## src/rtl/section_select_pkg.sv

```systemverilog
`default_nettype none
// ============================================================================
// section_select_pkg : shared word layout and config-select encodings
// Rev 1.0
// ============================================================================
package section_select_pkg;

   localparam int NUM_WORD = 13;

   localparam int COEF0  = 0;
   localparam int COEF1  = 1;
   localparam int COEF2  = 2;
   localparam int COEF3  = 3;
   localparam int COEF4  = 4;
   localparam int COEF5  = 5;
   localparam int COEF6  = 6;
   localparam int COEF7  = 7;
   localparam int COEF8  = 8;
   localparam int COEF9  = 9;
   localparam int COEF10 = 10;
   localparam int MEAN   = 11;
   localparam int STD    = 12;

   localparam logic CFG_SEL_BANK = 1'b0;
   localparam logic CFG_SEL_BND  = 1'b1;

endpackage
`default_nettype wire

```

## src/rtl/section_index.sv

```systemverilog
`default_nettype none
// ============================================================================
// section_index : counts boundaries at or below a signed sample (section id)
// Rev 1.0
// ============================================================================
module section_index
   import section_select_pkg::*;
#(
   parameter int X_W       = 21,
   parameter int NUM_SECT  = 4,
   localparam int SECT_W   = $clog2(NUM_SECT)
) (
   input  logic [X_W-1:0]                x,
   input  logic [NUM_SECT-2:0][X_W-1:0]  bnd,
   output logic [SECT_W-1:0]             sect
);

   // A plain count rather than a priority search, so unsorted boundaries still give a defined result.
   always_comb begin
      sect = '0;
      for (int i = 0; i < NUM_SECT - 1; i++) begin
         if ($signed(x) >= $signed(bnd[i])) begin
            sect = sect + SECT_W'(1);
         end
      end
   end

endmodule
`default_nettype wire

```

## src/rtl/section_select.sv

```systemverilog
`default_nettype none
// ============================================================================
// section_select : two-stage pipeline tagging each sample with its section
//                  index and that section's coefficient words
// Rev 1.0
// ============================================================================
module section_select
   import section_select_pkg::*;
#(
   parameter int NUM_SECT  = 4,
   parameter int X_W       = 21,
   parameter int COEFF_W   = 32,
   parameter int NUM_WORD  = section_select_pkg::NUM_WORD,
   localparam int SECT_W   = $clog2(NUM_SECT),
   localparam int WORD_W   = $clog2(NUM_WORD)
) (
   input  logic                          Clock,
   input  logic                          GlobalReset,
   input  logic                          cfg_we,
   input  logic                          cfg_sel,
   input  logic [SECT_W-1:0]             cfg_sect,
   input  logic [WORD_W-1:0]             cfg_word,
   input  logic [COEFF_W-1:0]            cfg_data,
   input  logic                          in_valid,
   output logic                          in_ready,
   input  logic [X_W-1:0]                x_in,
   output logic                          out_valid,
   input  logic                          out_ready,
   output logic [X_W-1:0]                out_x,
   output logic [SECT_W-1:0]             out_sect,
   output logic [NUM_WORD*COEFF_W-1:0]   out_coeff,
   output logic [15:0]                   sample_cnt
);

   logic [NUM_SECT-2:0][X_W-1:0]  bnd_q, bnd_d;
   logic [COEFF_W-1:0]            bank_q [NUM_SECT][NUM_WORD];
   logic [COEFF_W-1:0]            bank_d [NUM_SECT][NUM_WORD];

   logic                          s1_valid_q, s1_valid_d;
   logic [X_W-1:0]                s1_x_q, s1_x_d;
   logic [SECT_W-1:0]             s1_sect_q, s1_sect_d;

   logic                          out_valid_q, out_valid_d;
   logic [X_W-1:0]                out_x_q, out_x_d;
   logic [SECT_W-1:0]             out_sect_q, out_sect_d;
   logic [NUM_WORD*COEFF_W-1:0]   out_coeff_q, out_coeff_d;
   logic [15:0]                   sample_cnt_q, sample_cnt_d;

   logic [SECT_W-1:0]             sect_w;
   logic                          s2_load;
   logic                          accept;
   logic                          bank_ok;
   logic                          bnd_ok;

   section_index #(
      .X_W      (X_W),
      .NUM_SECT (NUM_SECT)
   ) u_section_index (
      .x    (x_in),
      .bnd  (bnd_q),
      .sect (sect_w)
   );

   assign s2_load  = !out_valid_q || out_ready;
   assign in_ready = !GlobalReset && (!s1_valid_q || s2_load);
   assign accept   = in_valid && in_ready;
   assign bank_ok  = (32'(cfg_sect) < 32'(NUM_SECT)) && (32'(cfg_word) < 32'(NUM_WORD));
   assign bnd_ok   = 32'(cfg_sect) < 32'(NUM_SECT - 1);

   always_comb begin
      bnd_d  = bnd_q;
      bank_d = bank_q;
      if (cfg_we && (cfg_sel == CFG_SEL_BND) && bnd_ok) begin
         bnd_d[cfg_sect] = cfg_data[X_W-1:0];
      end
      if (cfg_we && (cfg_sel == CFG_SEL_BANK) && bank_ok) begin
         bank_d[cfg_sect][cfg_word] = cfg_data;
      end
   end

   // S2 reads bank_q, so a same-cycle bank write lands after this read.
   always_comb begin
      s1_valid_d  = s1_valid_q && !s2_load;
      s1_x_d      = s1_x_q;
      s1_sect_d   = s1_sect_q;
      if (accept) begin
         s1_valid_d = 1'b1;
         s1_x_d     = x_in;
         s1_sect_d  = sect_w;
      end

      out_valid_d = out_valid_q;
      out_x_d     = out_x_q;
      out_sect_d  = out_sect_q;
      out_coeff_d = out_coeff_q;
      if (s2_load) begin
         out_valid_d = s1_valid_q;
         if (s1_valid_q) begin
            out_x_d    = s1_x_q;
            out_sect_d = s1_sect_q;
            for (int w = 0; w < NUM_WORD; w++) begin
               out_coeff_d[w*COEFF_W +: COEFF_W] = bank_q[s1_sect_q][w];
            end
         end
      end

      sample_cnt_d = accept ? sample_cnt_q + 16'd1 : sample_cnt_q;
   end

   always_ff @(posedge Clock) begin
      if (GlobalReset) begin
         bnd_q        <= '0;
         s1_valid_q   <= 1'b0;
         s1_x_q       <= '0;
         s1_sect_q    <= '0;
         out_valid_q  <= 1'b0;
         out_x_q      <= '0;
         out_sect_q   <= '0;
         out_coeff_q  <= '0;
         sample_cnt_q <= '0;
         for (int s = 0; s < NUM_SECT; s++) begin
            for (int w = 0; w < NUM_WORD; w++) begin
               bank_q[s][w] <= '0;
            end
         end
      end else begin
         bnd_q        <= bnd_d;
         bank_q       <= bank_d;
         s1_valid_q   <= s1_valid_d;
         s1_x_q       <= s1_x_d;
         s1_sect_q    <= s1_sect_d;
         out_valid_q  <= out_valid_d;
         out_x_q      <= out_x_d;
         out_sect_q   <= out_sect_d;
         out_coeff_q  <= out_coeff_d;
         sample_cnt_q <= sample_cnt_d;
      end
   end

   assign out_valid  = out_valid_q;
   assign out_x      = out_x_q;
   assign out_sect   = out_sect_q;
   assign out_coeff  = out_coeff_q;
   assign sample_cnt = sample_cnt_q;

endmodule
`default_nettype wire

```

## config.mk

```make
export PLATFORM = sky130hd
export DESIGN_NAME = section_select
export DESIGN_NICKNAME = d
export VERILOG_FILES = /design/src/rtl/section_select_pkg.sv /design/src/rtl/section_index.sv /design/src/rtl/section_select.sv
export SDC_FILE = /design/constraint.sdc
export NUM_CORES = 2
export LEC_CHECK = 0
export BUFFER_PORTS_ARGS = -buffer_cell sky130_fd_sc_hd__buf_4
export CORE_ASPECT_RATIO = 0.8
export CORE_MARGIN = 2
export CORE_UTILIZATION = 50
export DETAILED_ROUTE_END_ITERATION = 12
export PLACE_DENSITY_LB_ADDON = 0.25
export RECOVER_POWER = 25
export SYNTH_ARGS = -nofsm -noshare
export SYNTH_HDL_FRONTEND = slang
export SYNTH_HIERARCHICAL = 1
export SYNTH_SLANG_ARGS = --single-unit
```

## constraint.sdc

```tcl
create_clock -name Clock -period 3.2 [get_ports Clock]
set_input_delay 0.64 -clock Clock [delete_from_list [all_inputs] [get_ports Clock]]
set_output_delay 0.64 -clock Clock [all_outputs]
set_load 0.005 [all_outputs]
```

Yosys cells after proc, flatten, opt, wreduce, memory -nomap -nowiden. Index checks and enable logic that the tools add are counted.

Order comparisons: 12. Mux-type cells: 15. Reduce and logical (&&, ||, !) cells: 17. Bitwise logic cells: 4. Add/sub/neg operators: 3.

Operator list (number): 1664-bit bitwise mux (1); 416-bit two-way mux (3); 416-bit binary-select mux with 2-bit select (1); 416-bit demux with 2-bit select (1); 32-bit demux with 4-bit select (1); 63-bit bitwise mux (1); 21-bit greater-or-equal comparator (3); 21-bit demux with 2-bit select (1); 32-bit two-way mux (1); 21-bit two-way mux (1); 16-bit by 1-bit adder with 16-bit output, second input constant (1); 1-bit logical AND (10); 3-bit greater-or-equal comparator, second input constant (2); 2-bit inverter with 3-bit output (2); 5-bit greater-or-equal comparator, second input constant (1); 5-bit by 1-bit < comparator with 1-bit output, second input constant (1); 4-bit inverter with 5-bit output (1); 1-bit zero test (4); 4-bit < comparator, second input constant (1); 2-bit two-way mux (2); 2-bit by 3-bit < comparator with 1-bit output, second input constant (1); 3-bit by 1-bit < comparator with 1-bit output, second input constant (1); 1-bit by 1-bit adder with 2-bit output, second input constant (1); 2-bit by 1-bit adder with 2-bit output, second input constant (1); other kinds (6) (8).

Flip-flop bits (word level): 2207. Output and inout port bits: 457. Logic and storage cells: 114. Bits of input ports: 65.

Logic depth before layout (Yosys ltp).
Word-level depth: 8. Mapped depth: 15. Gate-level depth less buffers: 15.

Modules after synthesis. Netlist, hierarchy kept.

Modules (own cells, without submodules): section_select (cells each 10421, instances 1, area an instance 86794.5 um2); section_index (cells each 244, instances 1, area an instance 1809.2 um2).

Worst setup path after synthesis. OpenSTA, ideal clock, no wires.

Kind: input to register. Start: input port x_in[10]. End: register s1_sect_q[0]. Buffers on the path: 0. Arrival time: 3227 ps. Required time: 3070 ps. Cell stages on the path: 13. Slack: -157 ps. Cell sequence: ha_1 a21o_1 a21o_1 a2111o_1 a221oi_2 o211ai_2 mux2i_1 ha_1 and4_4 o21a_1 or3_1 nand2_1 o21ai_0.

Cells in the longest elaborated chain, start to end: 6. Elaborated cells between the ends (all ways): 8. Those cells by class: add/sub: 2; order compare: 3; mux: 3.

RTL lines: from (decl) (line section_select.sv:26) `input logic [X_W-1:0] x_in,`; 21-bit greater-or-equal comparator (line section_index.sv:22) `if ($signed(x) >= $signed(bnd[i])) begin`; 1-bit two-way mux (line section_index.sv:22); 1-bit by 1-bit adder with 2-bit output (line section_index.sv:23) `sect = sect + SECT_W'(1);`; 2-bit two-way mux (line section_index.sv:22); 2-bit by 1-bit adder with 2-bit output (line section_index.sv:23); 2-bit two-way mux * (line section_index.sv:22); net sect_w[0] (line section_select.sv:49) `logic [SECT_W-1:0] sect_w;`; to (signal assigned) (line section_select.sv:131) `s1_sect_q <= s1_sect_d;`; to (decl) (line section_select.sv:41) `logic [SECT_W-1:0] s1_sect_q, s1_sect_d;`.

The timed path passes the listed nets; every way through them passes the cells marked *. A chain may end at the register's enable or synchronous reset.

Worst setup path after layout.
Start: register bnd_q[31] (netlist bit). End: register s1_sect_q[0].

Cells in the longest elaborated chain, start to end: 4.

RTL lines: from (decl) (line section_select.sv:35) `logic [NUM_SECT-2:0][X_W-1:0] bnd_q, bnd_d;`; from (signal assigned) (line section_select.sv:127) `bnd_q <= bnd_d;`; 21-bit greater-or-equal comparator * (line section_index.sv:22); 2-bit two-way mux * (line section_index.sv:22); 2-bit by 1-bit adder with 2-bit output (line section_index.sv:23); 2-bit two-way mux * (line section_index.sv:22); net sect_w[0] (line section_select.sv:49).

Marked as above.

==> impl_metrics.yaml <==
status:
  outcome: "complete, but fails checks"
  violations: "max-capacitance violations, max-slew violations, negative setup slack"
setup_path:
  critPathMaxFanout: 4
  critPathLaunchType: "flop"
  critPathArrivalTime_ns: 3.94
  cp_data_required_time_ns: 3.89
  crit_type: "flop to flop"
  end_kind: "flop"
  critPathLaunch: "bnd_q[31]"
  r2r_start: "bnd_q[31]"
layout:
  final_cells: 13220
  final_nets: 10780
  drive_gt1_share_pct: 14.89
  syn_to_final_growth_pct: 14.27
  fillCellCount: 15630
  utilization_pct: 57.38
power:
  pwr-share-seq_pct: 48.2
  clockPowerShare_pct: 45.9
  power_density_nw_per_um2: 566.9
  p_int_mw: 43.72
  swShare_pct: 23.83
  power_leakage_nw: 33.49
  ir_drop_mv: 0.4941
  p_comb_share_pct: 5.9
  power.switching_mw: 13.68
sta:
  rsz0062_at_grt: "yes"
  fmax_mhz: 308.1
  maxSlewHeadroom_pct: -38.59
  worst_pin_slew_ns: 2.079
  fin_crit_ns: 3.246
  setup_viol: 1
  setup_ws_ns: -0.04597
  slew_viol_final: 1029
  final.setup_skew_ns: 0.04994
  finalCritPeriodShare_pct: 101.4
  hold_viol: 0
route:
  dr.pass1.iters: 5
  drt-total-wl_um: 283600
  vias: 75290
  via_per_inst: 5.696
  drtIter0Drc: 7632
  wire_per_inst_um: 21.45
  drc: 0
  ant_nets: 0
die:
  row_count: 138
  io_pins: 522
  fp.dieH_um: 380.5
  start_util_pct: 50.21
  dieArea_um2: 180600
  die_w_um: 474.6
  fp.coreArea_um2: 176500
clock_network:
  insertion_delay_ns: 0.87
  cts_sinks: 2207
  cts_buffers: 213
  clk_pin_slew_ns: 0.06
  cts_root_buffer: "clkbuf_16"
  cts_tree: "done"
  cts_buffer_depth: 3
  h-tree-depth: 4
synthesis:
  yosys-top-cells-count: "nand2_1, dfxtp_1, a21oi_1, clkbuf_1, mux4_2"
  synth.distinct_cells: 68
  ys_top_cells_by_area: "dfxtp_1, nand2_1, a21oi_1"
  ys_seq_area_share_pct: 49.87
  synthArstFlopShare_pct: 0
  synth_warnings: 6
  synth_top_area_share_pct: 49.87
  synth_edf_count: 0
  synthesis.instances: 10670
  syn_nets: 10800
  synth_top_area_cell: "dfxtp_1"
  synth_area_um2: 88600
  ys_ff_latch: 2207
  synth_ff_type: "dfxtp_1"
  syn_avg_cell_area_um2: 8.308
  yosysMostFrequentCell: "nand2_1"
job:
  maxCapViolCount: 7
grt:
  grt_overflow_total: 0
  grtUsageTotal_pct: 30.60
  grt_pass1_wl_um: 433000
  antenna_found_initial: 12
  grt_pass1_vias: 72930
  grt_max_degree: 235
hold_path:
  hp-class: "input port to flop"
  hold_start: "x_in[0]"
placed_design:
  gp_congestion: 0.8363
  place_inst: 12810
  hpwl_um: 165900
  io_buffers: 521
## flip-flops by register name, summed over array words and instances, names as in the netlist
name	cells
bnd_q	63
out_coeff	416
s1_sect_q	2
out_valid	1
s1_valid_q	1
s1_x_q	21
out_sect	2
bank_q	1664
out_x	21
sample_cnt	16
## worst max-delay path, cell delays in order (launching register included)
cell and delay [ns]:
dfxtp_2 0.33, inv_2 0.04, ha_4 0.21, a21o_1 0.15
a21o_1 0.19, a2111o_1 0.41, a221oi_2 0.29, o211ai_2 0.15
mux2i_1 0.15, ha_1 0.38, buf_6 0.12, or2b_1 0.11
o22ai_1 0.07, or3_1 0.38, nand2_1 0.07, o21ai_1 0.07
## layout make-up
| type | instances | area, µm² | area share (%) |
|---|---|---|---|
| Clock inverter | 83 | 1087 | 1.074 |
| Tap cell | 2380 | 2978 | 2.941 |
| Multi-Input combinational cell | 7391 | 40090 | 39.60 |
| Clock buffer | 314 | 6332 | 6.254 |
| Antenna cell | 9 | 22.52 | 0.02224 |
| Sequential cell | 2207 | 44190 | 43.65 |
| Inverter | 64 | 240.2 | 0.2373 |
| Timing Repair Buffer | 770 | 6304 | 6.226 |
## stage by stage
stage / total power, mW / worst slack [ns] / hold slack (ns) / TNS [ns] / area, µm²
after floorplan: 30.46 / -0.04300 / 0.4323 / -0.04300 / 88620
after global routing: 59.03 / -0.1920 / 0.03303 / -1.893 / 101200
final: 57.40 / -0.04597 / 0.05990 / -0.04597 / 101200
after global placement: 31.60 / -0.4150 / 0.4373 / -0.6917 / 93910
after detailed placement: 31.64 / -0.4446 / 0.4431 / -0.7367 / 93910
after CTS: 57.68 / -0.002856 / 0.003909 / -0.002856 / 101400
## cell usage in the layout (no fill, tap or decap), types with 58 or more instances in the layout
master and n:
clkbuf_16 215, a21oi_1 2194, ha_1 65, inv_1 63, mux4_2 416, nand2_1 4398
dfxtp_1 2202, clkbuf_8 58, buf_4 689
## repair_timing
item                                    4_1_cts  5_1_grt
endpoints found under the setup margin        1        2
pin swaps                                     3       12
resized for setup                             2        4
setup buffers                                 1        1
hold buffers                                  2        0
hold endpoints to repair                      2        0
## metal layers
metal	track usage, %	part of all wire (%)
met4	13.07	4.2
met2	49.00	47
met1	40.98	41
met5	0	0.0046
met3	4.960	8.2
## logic make-up after synthesis
logic type / share of synthesized area, %
mux: 10.64
fa+ha+maj: 0.9320
buf+inv: 5.112
compound gates: 12.88
simple gates: 20.50
flops: 49.87
xor+xnor: 0.06920
## power by group through the flow
| stage | sequential [mW] | clock [mW] | combinational [mW] |
|---|---|---|---|
| finish | 27.7 | 26.4 | 3.39 |
| global route | 27.6 | 27.8 | 3.59 |
| CTS | 27.7 | 26.7 | 3.38 |
| detailed placement | 28.3 | 0 | 3.37 |
| global placement | 28.3 | 0 | 3.34 |
| floorplan | 28.2 | 0 | 2.23 |
## worst paths after layout
path	endpoint	slack, ns	depth (start not counted)
hold reg to reg	out_x[15]	0.42	2
hold / removal	s1_x_q[0]	0.06	3
setup reg to reg	s1_sect_q[0]	-0.05	15
setup / recovery	s1_sect_q[0]	-0.05	15
Note: power is estimated with default switching activity, not from simulation.
